===== src/rtl/lcd_cls_command_responder.sv =====
// lcd_cls_command_responder: expands clear/line1/line2 strobes into PMOD CLS escape byte streams over a tx valid/ready handshake, with post-command gap holdoff; define LCD_CLS_SANITIZE_TEXT_EN to replace non-printable text chars with space
module lcd_cls_command_responder #(
  parameter int parm_gap_ce = 250
) (
  input  logic         i_clk_20mhz,
  input  logic         i_rst_20mhz,
  input  logic         i_ce_2_5mhz,
  input  logic         i_lcd_wr_clear_display,
  input  logic         i_lcd_wr_text_line1,
  input  logic         i_lcd_wr_text_line2,
  input  logic [127:0] i_dat_ascii_line1,
  input  logic [127:0] i_dat_ascii_line2,
  output logic         o_lcd_command_ready,
  output logic [7:0]   o_tx_byte,
  output logic         o_tx_valid,
  input  logic         i_tx_ready,
  output logic         o_cmd_done
);
  typedef enum logic [1:0] {ST_IDLE, ST_SEND, ST_GAP} state_t;
  typedef enum logic [1:0] {CMD_CLEAR, CMD_LINE1, CMD_LINE2} cmd_t;
  localparam logic [15:0] GAP_LAST = 16'(parm_gap_ce - 1);
  state_t       state_q, state_d;
  cmd_t         cmd_q, cmd_d;
  logic [4:0]   idx_q, idx_d;
  logic [15:0]  gap_q, gap_d;
  logic [127:0] text_q, text_d;
  logic         done_q, done_d;
  logic [3:0]   ci;
  logic [7:0]   chr, seq_byte;
  logic         last;
  function automatic logic [127:0] sanitize(input logic [127:0] t);
    logic [127:0] s;
    s = t;
`ifdef LCD_CLS_SANITIZE_TEXT_EN
    for (int i = 0; i < 16; i++)
      s[8*i +: 8] = (t[8*i +: 8] < 8'h20 || t[8*i +: 8] > 8'h7E) ? 8'h20 : t[8*i +: 8];
`endif
    return s;
  endfunction
  assign ci = 4'(idx_q - 5'd6);
  assign chr = text_q[{~ci, 3'b000} +: 8];
  assign seq_byte = idx_q == 5'd0 ? 8'h1B :
                    idx_q == 5'd1 ? 8'h5B :
                    idx_q == 5'd2 ? (cmd_q == CMD_CLEAR ? 8'h6A : cmd_q == CMD_LINE1 ? 8'h30 : 8'h31) :
                    idx_q == 5'd3 ? 8'h3B :
                    idx_q == 5'd4 ? 8'h30 :
                    idx_q == 5'd5 ? 8'h48 : chr;
  assign last = idx_q == (cmd_q == CMD_CLEAR ? 5'd2 : 5'd21);
  assign o_lcd_command_ready = state_q == ST_IDLE;
  assign o_tx_valid = state_q == ST_SEND;
  assign o_tx_byte = o_tx_valid ? seq_byte : 8'h00;
  assign o_cmd_done = done_q;
  always_comb begin
    state_d = state_q;
    cmd_d = cmd_q;
    idx_d = idx_q;
    gap_d = gap_q;
    text_d = text_q;
    done_d = done_q;
    if (i_ce_2_5mhz) begin
      done_d = 1'b0;
      case (state_q)
        ST_IDLE: if (i_lcd_wr_clear_display || i_lcd_wr_text_line1 || i_lcd_wr_text_line2) begin
          state_d = ST_SEND;
          idx_d = 5'd0;
          cmd_d = i_lcd_wr_clear_display ? CMD_CLEAR : i_lcd_wr_text_line1 ? CMD_LINE1 : CMD_LINE2;
          text_d = i_lcd_wr_clear_display ? text_q : sanitize(i_lcd_wr_text_line1 ? i_dat_ascii_line1 : i_dat_ascii_line2);
        end
        ST_SEND: if (i_tx_ready) begin
          if (last) begin
            done_d = 1'b1;
            gap_d = 16'd0;
            state_d = parm_gap_ce == 0 ? ST_IDLE : ST_GAP;
          end else idx_d = idx_q + 5'd1;
        end
        ST_GAP: begin
          state_d = gap_q == GAP_LAST ? ST_IDLE : ST_GAP;
          gap_d = &gap_q ? gap_q : gap_q + 16'd1;
        end
        default: state_d = ST_IDLE;
      endcase
    end
  end
  always_ff @(posedge i_clk_20mhz) begin
    if (i_rst_20mhz) begin
      state_q <= ST_IDLE;
      cmd_q <= CMD_CLEAR;
      idx_q <= 5'd0;
      gap_q <= 16'd0;
      text_q <= 128'd0;
      done_q <= 1'b0;
    end else begin
      state_q <= state_d;
      cmd_q <= cmd_d;
      idx_q <= idx_d;
      gap_q <= gap_d;
      text_q <= text_d;
      done_q <= done_d;
    end
  end
endmodule

===== config.mk =====
export PLATFORM = sky130hd
export DESIGN_NAME = lcd_cls_command_responder
export DESIGN_NICKNAME = d
export VERILOG_FILES = /design/src/rtl/lcd_cls_command_responder.sv
export SDC_FILE = /design/constraint.sdc
export NUM_CORES = 1
export LEC_CHECK = 0
export ABC_AREA = 0
export CAP_MARGIN = 20
export CELL_PAD_IN_SITES_DETAIL_PLACEMENT = 0
export CELL_PAD_IN_SITES_GLOBAL_PLACEMENT = 1
export CORE_MARGIN = 2
export CORE_UTILIZATION = 30
export CTS_CLUSTER_SIZE = 40
export DETAILED_ROUTE_END_ITERATION = 16
export MAX_ROUTING_LAYER = met4
export PLACE_DENSITY = 0.72
export SLEW_MARGIN = 20
export SYNTH_ARGS = -nofsm -noshare
export SYNTH_HDL_FRONTEND = slang
export SYNTH_SLANG_ARGS = --single-unit
export TNS_END_PERCENT = 1

===== constraint.sdc =====
create_clock -name i_clk_20mhz -period 3.9 [get_ports i_clk_20mhz]
set_clock_uncertainty 0.15 [all_clocks]
set_input_delay 0.78 -clock i_clk_20mhz [delete_from_list [all_inputs] [get_ports i_clk_20mhz]]
set_output_delay 0.78 -clock i_clk_20mhz [all_outputs]
set_load 0.005 [all_outputs]

==> qor.csv, run 1 <==
metric;value;unit
initial_core_util;30.7;%
end_kind;primary output;
cts_tree;yes;
syn-num-nets;1128;
crit_path_max_fanout;15;
vias;7294;
final.min_clock_period;3810;ps
grt_pass1_vias;7194;
ant_nets;0;
syn_area;0.00888;sq mm
wire_per_inst;17.9;microns
num_antenna_cells;0;
grt_max_degree;131;
clockBufferDepth;2;
relSlewSlack;27.8;%
fp.dieH;176;microns
utilization;43.3;%
finalHoldViolations;0;
clock_latency;430;ps
fillers;2786;
cp-start-kind;register;
place_congestion;0.853;
h-tree-depth;4;
max_freq;262;MHz
slew_violations;0;
synth_top_area_share;34.7;%
arrival;2880;ps
clock-sinks;154;
power.leakage;4.51;nW
crit_buf_inv;2;
slowest_stage;mux4_1;
setup_violations;0;
overflow;0;
synth_area_per_cell;10.4;sq um
grt_pass1_wl;40800;microns
maxCapViolations;0;
wirelength;26700;microns
holdCritPathClass;register to register;
status;finished, final reports clean;
final_layout_size_suffix_gt1_share;17.3;%
yosysSeqAreaShare;34.7;%
cts_buffers;17;
worstPathRequired;2970;ps
critical_path_class;register to primary output;
core.rowCount;62;
synth.top_cells.by_area;dfxtp_1 35%, mux2i_1 15%, a211oi_2 14%;
grt_antenna_before_repair;0;
postCtsSetupRepairBufs;0;
yosysWarnings;0;
drc;0;
critPathMaxStageDelay;570;ps
cts-root-buf;clkbuf_16;
die_area;0.0310;sq mm
viasPerCell;4.90;
area_growth;40.9;%
core;0.0289;sq mm
track_usage;17.6;%
drtIter0Drc;419;
path_delay_family;multiplexers;
final_min_period_over_clock_period;97.8;%
fin_nets;1363;
ios;274;
first_pass_iters;5;
synth_top_area_cell;dfxtp_1;
synthCells;858;
ys_ff_latch;154;
tightest_slew;1080;ps
synth_commonest_cells;159 x nor2_1, 154 x dfxtp_1, 134 x mux2i_1, 100 x a211oi_2, 34 x clkbuf_1;
finalSetupTns;0;ps
io_buffers;273;
fp.dieW;176;microns
path_cells;buf_12 > mux4_1 > mux2_2 > a221oi_1 > a211oi_1 > clkdlybuf4s50_1;
hpwl;20300;microns
synth.most_common_cell;nor2_1;
ir_drop;0.326;mV
synth_cell_types;52;
synth-edff-count;0;
synthArstFlopShare;0;%
synth_ff_type;dfxtp_1;
rsz0062_at_grt;no;
power_density;344;mW/mm^2
clkTransAtPathRegs;60;ps
worst reg2reg max path: stages, from the launching register on:
cell	delay, ps
dfxtp_1	370
nand2b_1	250
or3_1	480
nor2_4	200
buf_12	250
buf_4	330
nor2_1	60
a211oi_1	210
sequential cells by signal, summed over array words and instances (netlist names):
signal and count:
cmd_q 2, gap_q 16, idx_q 5, o_cmd_done 1, state_q 2, text_q 128
power breakdown:
group	total [mW]	switching, mW	leakage, nW	internal [mW]
registers	1.74	0.0713	1.26	1.67
logic	0.832	0.362	2.95	0.470
clock network	1.74	0.714	0.294	1.02
cell families (layout without fill, tap and decap cells):
family	Yosys count	in the layout	share of synthesized area (%)
xor+xnor	16	16	1.58
compound gates	177	177	19.8
flops	154	154	34.7
fa+ha+maj	7	7	0.986
buf+inv	84	332	5.47
simple gates	247	247	12.7
mux	173	173	24.8
cell type report:
cell class / instances / area, sq um / share of cell area [%]
Tap cell: 384 / 480 / 3.84
Inverter: 9 / 33.8 / 0.270
Sequential cell: 154 / 3090 / 24.7
Clock buffer: 18 / 429 / 3.43
Clock inverter: 14 / 183 / 1.46
Multi-Input combinational cell: 620 / 5330 / 42.6
Timing Repair Buffer: 291 / 2970 / 23.7
metal layers:
| metal | global-route usage (%) | wire length (microns) |
|---|---|---|
| met1 | 23.5 | 12600 |
| met2 | 28.3 | 12600 |
| met3 | 3.10 | 1310 |
| met4 | 3.20 | 209 |
| met5 | - | 0 |
through the flow:
step | hold WS [ps] | setup slack [ps] | instance area (sq um) | power [mW] | instances
floorplan | 297 | 1080 | 8880 | 2.20 | 858
global placement | 300 | 376 | 11900 | 2.61 | 1457
detailed placement | 314 | 324 | 11900 | 2.61 | 1457
CTS | 322 | 3.12 | 12500 | 4.35 | 1489
global route | 337 | 12.5 | 12500 | 4.49 | 1490
finish | 320 | 86.9 | 12500 | 4.31 | 1490
repair_timing:
item                                    4_1_cts  5_1_grt
hold buffers                                  0        0
gates resized for setup                       3        5
endpoints found under the setup margin        3        8
gates cloned                                  0        1
worst paths after layout:
kind | startpoint | endpoint | slack (ps) | depth (start not counted)
worst min register to register | o_cmd_done | o_cmd_done | 320 | 2
worst max register to register | state_q[1] | text_q[59] | 1530 | 7
worst min-delay path | o_cmd_done | o_cmd_done | 320 | 2
worst max-delay path | idx_q[1] | o_tx_byte[1] | 90 | 6
layout by cell type (no fill, tap or decap), types with 4 or more instances in the layout:
cell type,n
nor3_1,8
buf_4,10
dfxtp_1,152
and3_1,6
clkdlybuf4s50_1,271
mux4_2,25
nor2_1,159
a211oi_1,30
clkbuf_16,18
nand2_1,19
inv_1,8
mux2_2,5
buf_12,6
nand3_1,9
nand4_1,8
or3_1,5
a21oi_1,15
ha_1,6
mux4_1,9
inv_6,5
and2_1,4
xnor2_1,9
xor2_1,6
o21ai_0,17
a211oi_2,100
mux2i_1,134
nor4_1,4
Power figures use the tool's default switching activity.
==> inputs of run 2 (changes only) <==
Settings changed: CORE_UTILIZATION 30 to 39, PLACE_DENSITY 0.72 to 0.89.
==> run 2 against run 1 <==
  * Sequential power hardly changed
  * Largest power group is now the clock network
  * Wire length is 6.4% lower
  * Clock power hardly changed
  * Critical endpoint is now o_tx_byte[7]
  * Non-clock buffer count is 7 lower
  * Via count is 1.1% higher
  * Worst hold slack worse by 0.50 ps
  * Register-to-register slack worse by 110 ps
  * Largest cell class unchanged
==> qor.csv, run 2 (same netlist as run 1, synthesis figures left out) <==
metric;value;unit;change
path_common_cell;mux4_1;;
track_usage;21.2;%;+3.6 points
critPathMaxStageDelay;600;ps;+30 ps
num_antenna_cells;0;;unchanged
io_buffers;273;;unchanged
viasPerCell;5.33;;+8.9%
rsz0062_at_grt;no;;
top_register;text_q;;
wirelength;25000;microns;-6.4%
crit_buf_inv;2;;unchanged
first_pass_iters;5;;unchanged
fin_nets;1356;;-0.51%
tightest_slew;1110;ps;+30.8 ps
ant_nets;0;;unchanged
arrival;2850;ps;-30 ps
p_int;3.22;mW;+1.8%
final.min_clock_period;3780;ps;-34.5 ps
power_frac_seq;40.3;%;about the same
drtIter0Drc;518;;+24%
cp-start-kind;register;;
utilization;54.8;%;+11 points
cts_buffers;17;;unchanged
ir_drop;0.248;mV;-24%
final_layout_size_suffix_gt1_share;16.6;%;-0.71 points
finalSetupTns;0;ps;unchanged
grt_antenna_before_repair;0;;unchanged
ios;274;;unchanged
power_frac_comb;19.0;%;-0.3 points
die_area;0.0240;sq mm;-23%
fp.dieW;155;microns;-12%
pre_cts_slack;378;ps;+54.7 ps
worstPathRequired;2970;ps;about the same
clock_latency;420;ps;about the same
overflow;0;;unchanged
cts_hold_buffers;0;;unchanged
seq_area;0.00309;sq mm;about the same
p_total;4.33;mW;+0.39%
initial_core_util;39.5;%;+8.8 points
area_growth;38.7;%;
cts-root-buf;clkbuf_16;;
setup_violations;0;;unchanged
finalHoldViolations;0;;unchanged
max_freq;265;MHz;+0.91%
final_cell_mix;271 x clkdlybuf4s50_1, 159 x nor2_1, 151 x dfxtp_1;;
drc;0;;unchanged
fillers;2012;;-28%
end_kind;primary output;;
power.leakage;4.47;nW;-0.85%
status;finished, final reports clean;;
final_min_period_over_clock_period;96.9;%;-0.88 points
grt_pass1_vias;7013;;-2.5%
largest_register_ffs;128;;unchanged
h-tree-depth;4;;unchanged
wire_per_inst;18.0;microns;+0.81%
setup_slack;121;ps;+34.5 ps
power_density;351;mW/mm^2;+2.0%
core.rowCount;55;;-11%
vias;7377;;+1.1%
slowest_stage;mux4_1;;
clockBufferDepth;2;;unchanged
core;0.0225;sq mm;-22%
relSlewSlack;25.7;%;-2.1 points
p_sw_share;25.6;%;-1.0 points
p_sw;1.11;mW;-3.4%
fp.dieH;155;microns;-12%
holdCritPathClass;register to register;;
path_cells;buf_6 > mux4_1 > mux4_1 > and3_1 > clkdlybuf4s50_1;;
grt_pass1_wl;38200;microns;-6.3%
crit_path_max_fanout;9;;-6
slew_violations;0;;unchanged
clock-sinks;154;;unchanged
grt_max_degree;131;;unchanged
place_congestion;0.877;;+2.9%
maxCapViolations;0;;unchanged
clkTransAtPathRegs;60;ps;about the same
reg.largest.list;text_q (128), gap_q (16), idx_q (5);;
clkPwrFrac;40.7;%;+0.4 points
hpwl;18700;microns;-7.9%
cts_tree;yes;;
multiInputGateArea;0.00533;sq mm;about the same
critical_path_class;register to primary output;;
path_delay_family;multiplexers;;
layout_commonest_cell;clkdlybuf4s50_1;;
## run 2: cell types whose count changed in the layout (fill, tap and decap cells not counted), moves of 2 or more
cell	change
buf_6	+2
clkbuf_1	+2
inv_6	-3
clkinv_4	-2
buf_4	-6
## run 2: area by class of cell
type | count | share of cell area [%]
Tap cell | 285 | 2.89
Inverter | 9 | 0.274
Sequential cell | 154 | 25.1
Clock inverter | 12 | 1.52
Multi-Input combinational cell | 620 | 43.2
Timing Repair Buffer | 284 | 23.4
Clock buffer | 20 | 3.54
## run 2: what timing repair did
action	in CTS	in global routing
endpoints found under the setup margin	6	7
buffers inserted	0	0
gates resized for setup	2	5
## run 2: path summary, 6_finish.rpt
path                            startpoint           end  slack [ps]  cells after the start
worst max-delay path              idx_q[1]  o_tx_byte[7]         120                      5
worst max register to register  state_q[1]    text_q[55]        1420                      6
worst min-delay path            o_cmd_done    o_cmd_done         320                      2
worst min register to register  o_cmd_done    o_cmd_done         320                      2
## run 2: through the flow
step           cell area, sq um  std cells  hold slack [ps]
3_5_place_dp              11700       1352              315
5_1_grt                   12300       1384              360
4_1_cts                   12300       1384              323
6_report                  12300       1384              320
3_3_place_gp              11700       1352              301
2_1_floorplan              8880        858              297
## run 2: routing by layer
layer,up-vias,global-route usage [%],wire length (microns)
li1,3671,-,-
met1,3430,28.3,11400
met2,259,33.9,11700
met3,17,3.59,1540
met4,0,4.72,285
met5,-,-,0
## run 2: tightest hold or removal path: cells and delay by family (launching register included)
kind,cells,cell delay [ps]
compound gates,1,50
flops,1,320
simple gates,1,50
## run 2: power groups by stage
stage / Combinational [mW] / Sequential [mW] / Clock (mW)
final: 0.822 / 1.74 / 1.76
after global routing: 0.887 / 1.75 / 1.85
after CTS: 0.827 / 1.74 / 1.78
after detailed placement: 0.821 / 1.77 / 0
after global placement: 0.810 / 1.78 / 0
after floorplan: 0.469 / 1.74 / 0
==> inputs of run 3 (changes only) <==
Settings changed: SKIP_CTS_REPAIR_TIMING set to 1.
==> run 3 against run 2 <==
  * Combinational power hardly changed
  * First-iteration DRC count is 0.58% higher
  * Final cell count unchanged
  * Critical path depth is 2 higher
  * Sequential power barely moved
  * Total power about the same
  * Sequential share of layout area hardly changed
  * Cell area barely moved
  * Largest power group unchanged
  * Register-to-register slack improved by 20 ps
==> qor.csv, run 3 (same netlist as run 1, synthesis figures left out) <==
metric;value;unit;change
clkPwrFrac;40.7;%;about the same
ir_drop;0.249;mV;+0.28%
p_int;3.22;mW;about the same
cts-root-buf;clkbuf_16;;
power.leakage;4.47;nW;about the same
finalHoldViolations;0;;unchanged
overflow;0;;unchanged
grt_pass1_wl;38200;microns;about the same
h-tree-depth;4;;unchanged
utilization;54.7;%;about the same
path_delay_family;buffers and inverters;;
cts_buffers;17;;unchanged
setup_violations;0;;unchanged
hpwl;18700;microns;unchanged
final_layout_size_suffix_gt1_share;16.6;%;unchanged
fillers;2014;;+0.099%
clock-sinks;154;;unchanged
worstPathRequired;2970;ps;about the same
largest_register_ffs;128;;unchanged
drtIter0Drc;521;;+0.58%
fp.dieH;155;microns;unchanged
path_cells;ha_1 > xor2_2 > buf_4 > mux2_2 > o21ai_0 > a221oi_1 > clkdlybuf4s50_1;;
power_frac_seq;40.3;%;about the same
io_buffers;273;;unchanged
end_kind;primary output;;
critical_path_class;register to primary output;;
clkTransAtPathRegs;60;ps;about the same
relSlewSlack;27.0;%;+1.3 points
critPathMaxStageDelay;490;ps;-110 ps
rsz0062_at_grt;no;;
reg.largest.list;text_q (128), gap_q (16), idx_q (5);;
first_pass_iters;5;;unchanged
max_freq;264;MHz;-0.22%
status;finished, final reports clean;;
final_area;0.0123;sq mm;about the same
wirelength;24900;microns;-0.14%
core.rowCount;55;;unchanged
place_area;0.0117;sq mm;unchanged
layout_commonest_cell;clkdlybuf4s50_1;;
fp.dieW;155;microns;unchanged
num_antenna_cells;0;;unchanged
top_register;text_q;;
grt_pass1_vias;7019;;+0.086%
cts_tree;yes;;
crit_buf_inv;2;;unchanged
clock_latency;420;ps;about the same
seq_area;0.00309;sq mm;unchanged
fin_nets;1356;;unchanged
grt_antenna_before_repair;0;;unchanged
multiInputGateArea;0.00533;sq mm;unchanged
final.min_clock_period;3790;ps;+8.34 ps
final_cell_mix;271 x clkdlybuf4s50_1, 159 x nor2_1, 151 x dfxtp_1;;
cp-start-kind;register;;
core;0.0225;sq mm;unchanged
crit_path_max_fanout;15;;+6
power_density;351;mW/mm^2;about the same
place_congestion;0.877;;unchanged
area_growth;38.7;%;about the same
ant_nets;0;;unchanged
viasPerCell;5.30;;-0.50%
track_usage;21.2;%;unchanged
vias;7340;;-0.50%
arrival;2860;ps;about the same
holdWs;320;ps;+0.0100 ps
holdCritPathClass;register to register;;
grt_max_degree;131;;unchanged
p_sw;1.11;mW;-0.19%
tightest_slew;1100;ps;-19.1 ps
drc;0;;unchanged
clockBufferDepth;2;;unchanged
initial_core_util;39.5;%;unchanged
final_min_period_over_clock_period;97.1;%;+0.21 points
die_area;0.0240;sq mm;unchanged
power_frac_comb;19.0;%;about the same
wire_per_inst;18.0;microns;-0.14%
slew_violations;0;;unchanged
ios;274;;unchanged
maxCapViolations;0;;unchanged
slowest_stage;clkdlybuf4s50_1;;
p_sw_share;25.6;%;-0.033 points
## run 3: cell type report
class,instances,share of cell area [%]
clock inverters,12,1.52
inverters,9,0.274
repair buffers,284,23.4
clock buffers,20,3.55
flip-flops and latches,154,25.1
well taps,285,2.90
multi-input cells,620,43.2
## run 3: final timing paths
check | startpoint | endpoint | slack, ps | cells past startpoint
setup / recovery | idx_q[2] | o_tx_byte[5] | 110 | 7
hold / removal | o_cmd_done | o_cmd_done | 320 | 2
setup reg to reg | state_q[1] | text_q[50] | 1440 | 6
hold reg to reg | o_cmd_done | o_cmd_done | 320 | 2
## run 3: stage by stage
step / setup slack [ps] / setup TNS, ps / instances / power (mW)
after floorplan: 1080 / 0 / 858 / 2.20
after global placement: 414 / 0 / 1352 / 2.59
after detailed placement: 378 / 0 / 1352 / 2.60
after CTS: -72.3 / -280 / 1384 / 4.35
after global routing: 6.00 / 0 / 1384 / 4.49
final: 113 / 0 / 1384 / 4.32
## run 3: power groups by stage
stage | Clock [mW] | Sequential (mW) | Combinational, mW
after global placement | 0 | 1.78 | 0.810
after CTS | 1.78 | 1.74 | 0.827
final | 1.76 | 1.74 | 0.820
after global routing | 1.85 | 1.75 | 0.887
after floorplan | 0 | 1.74 | 0.469
after detailed placement | 0 | 1.77 | 0.821
## run 3: worst min-delay path, cell delays in order (launching register included)
cell and delay (ps):
dfxtp_1 320, nand2_1 50, a21oi_1 50
## run 3: metal layers
| metal | up-vias | routed length (microns) | part of all wire (%) | GRT usage [%] |
|---|---|---|---|---|
| met5 | - | 0 | 0 | - |
| met4 | 0 | 288 | 1.2 | 4.72 |
| met3 | 16 | 1420 | 5.7 | 3.59 |
| met2 | 243 | 11700 | 47 | 33.9 |
| met1 | 3413 | 11500 | 46 | 28.3 |
| li1 | 3668 | - | - | - |
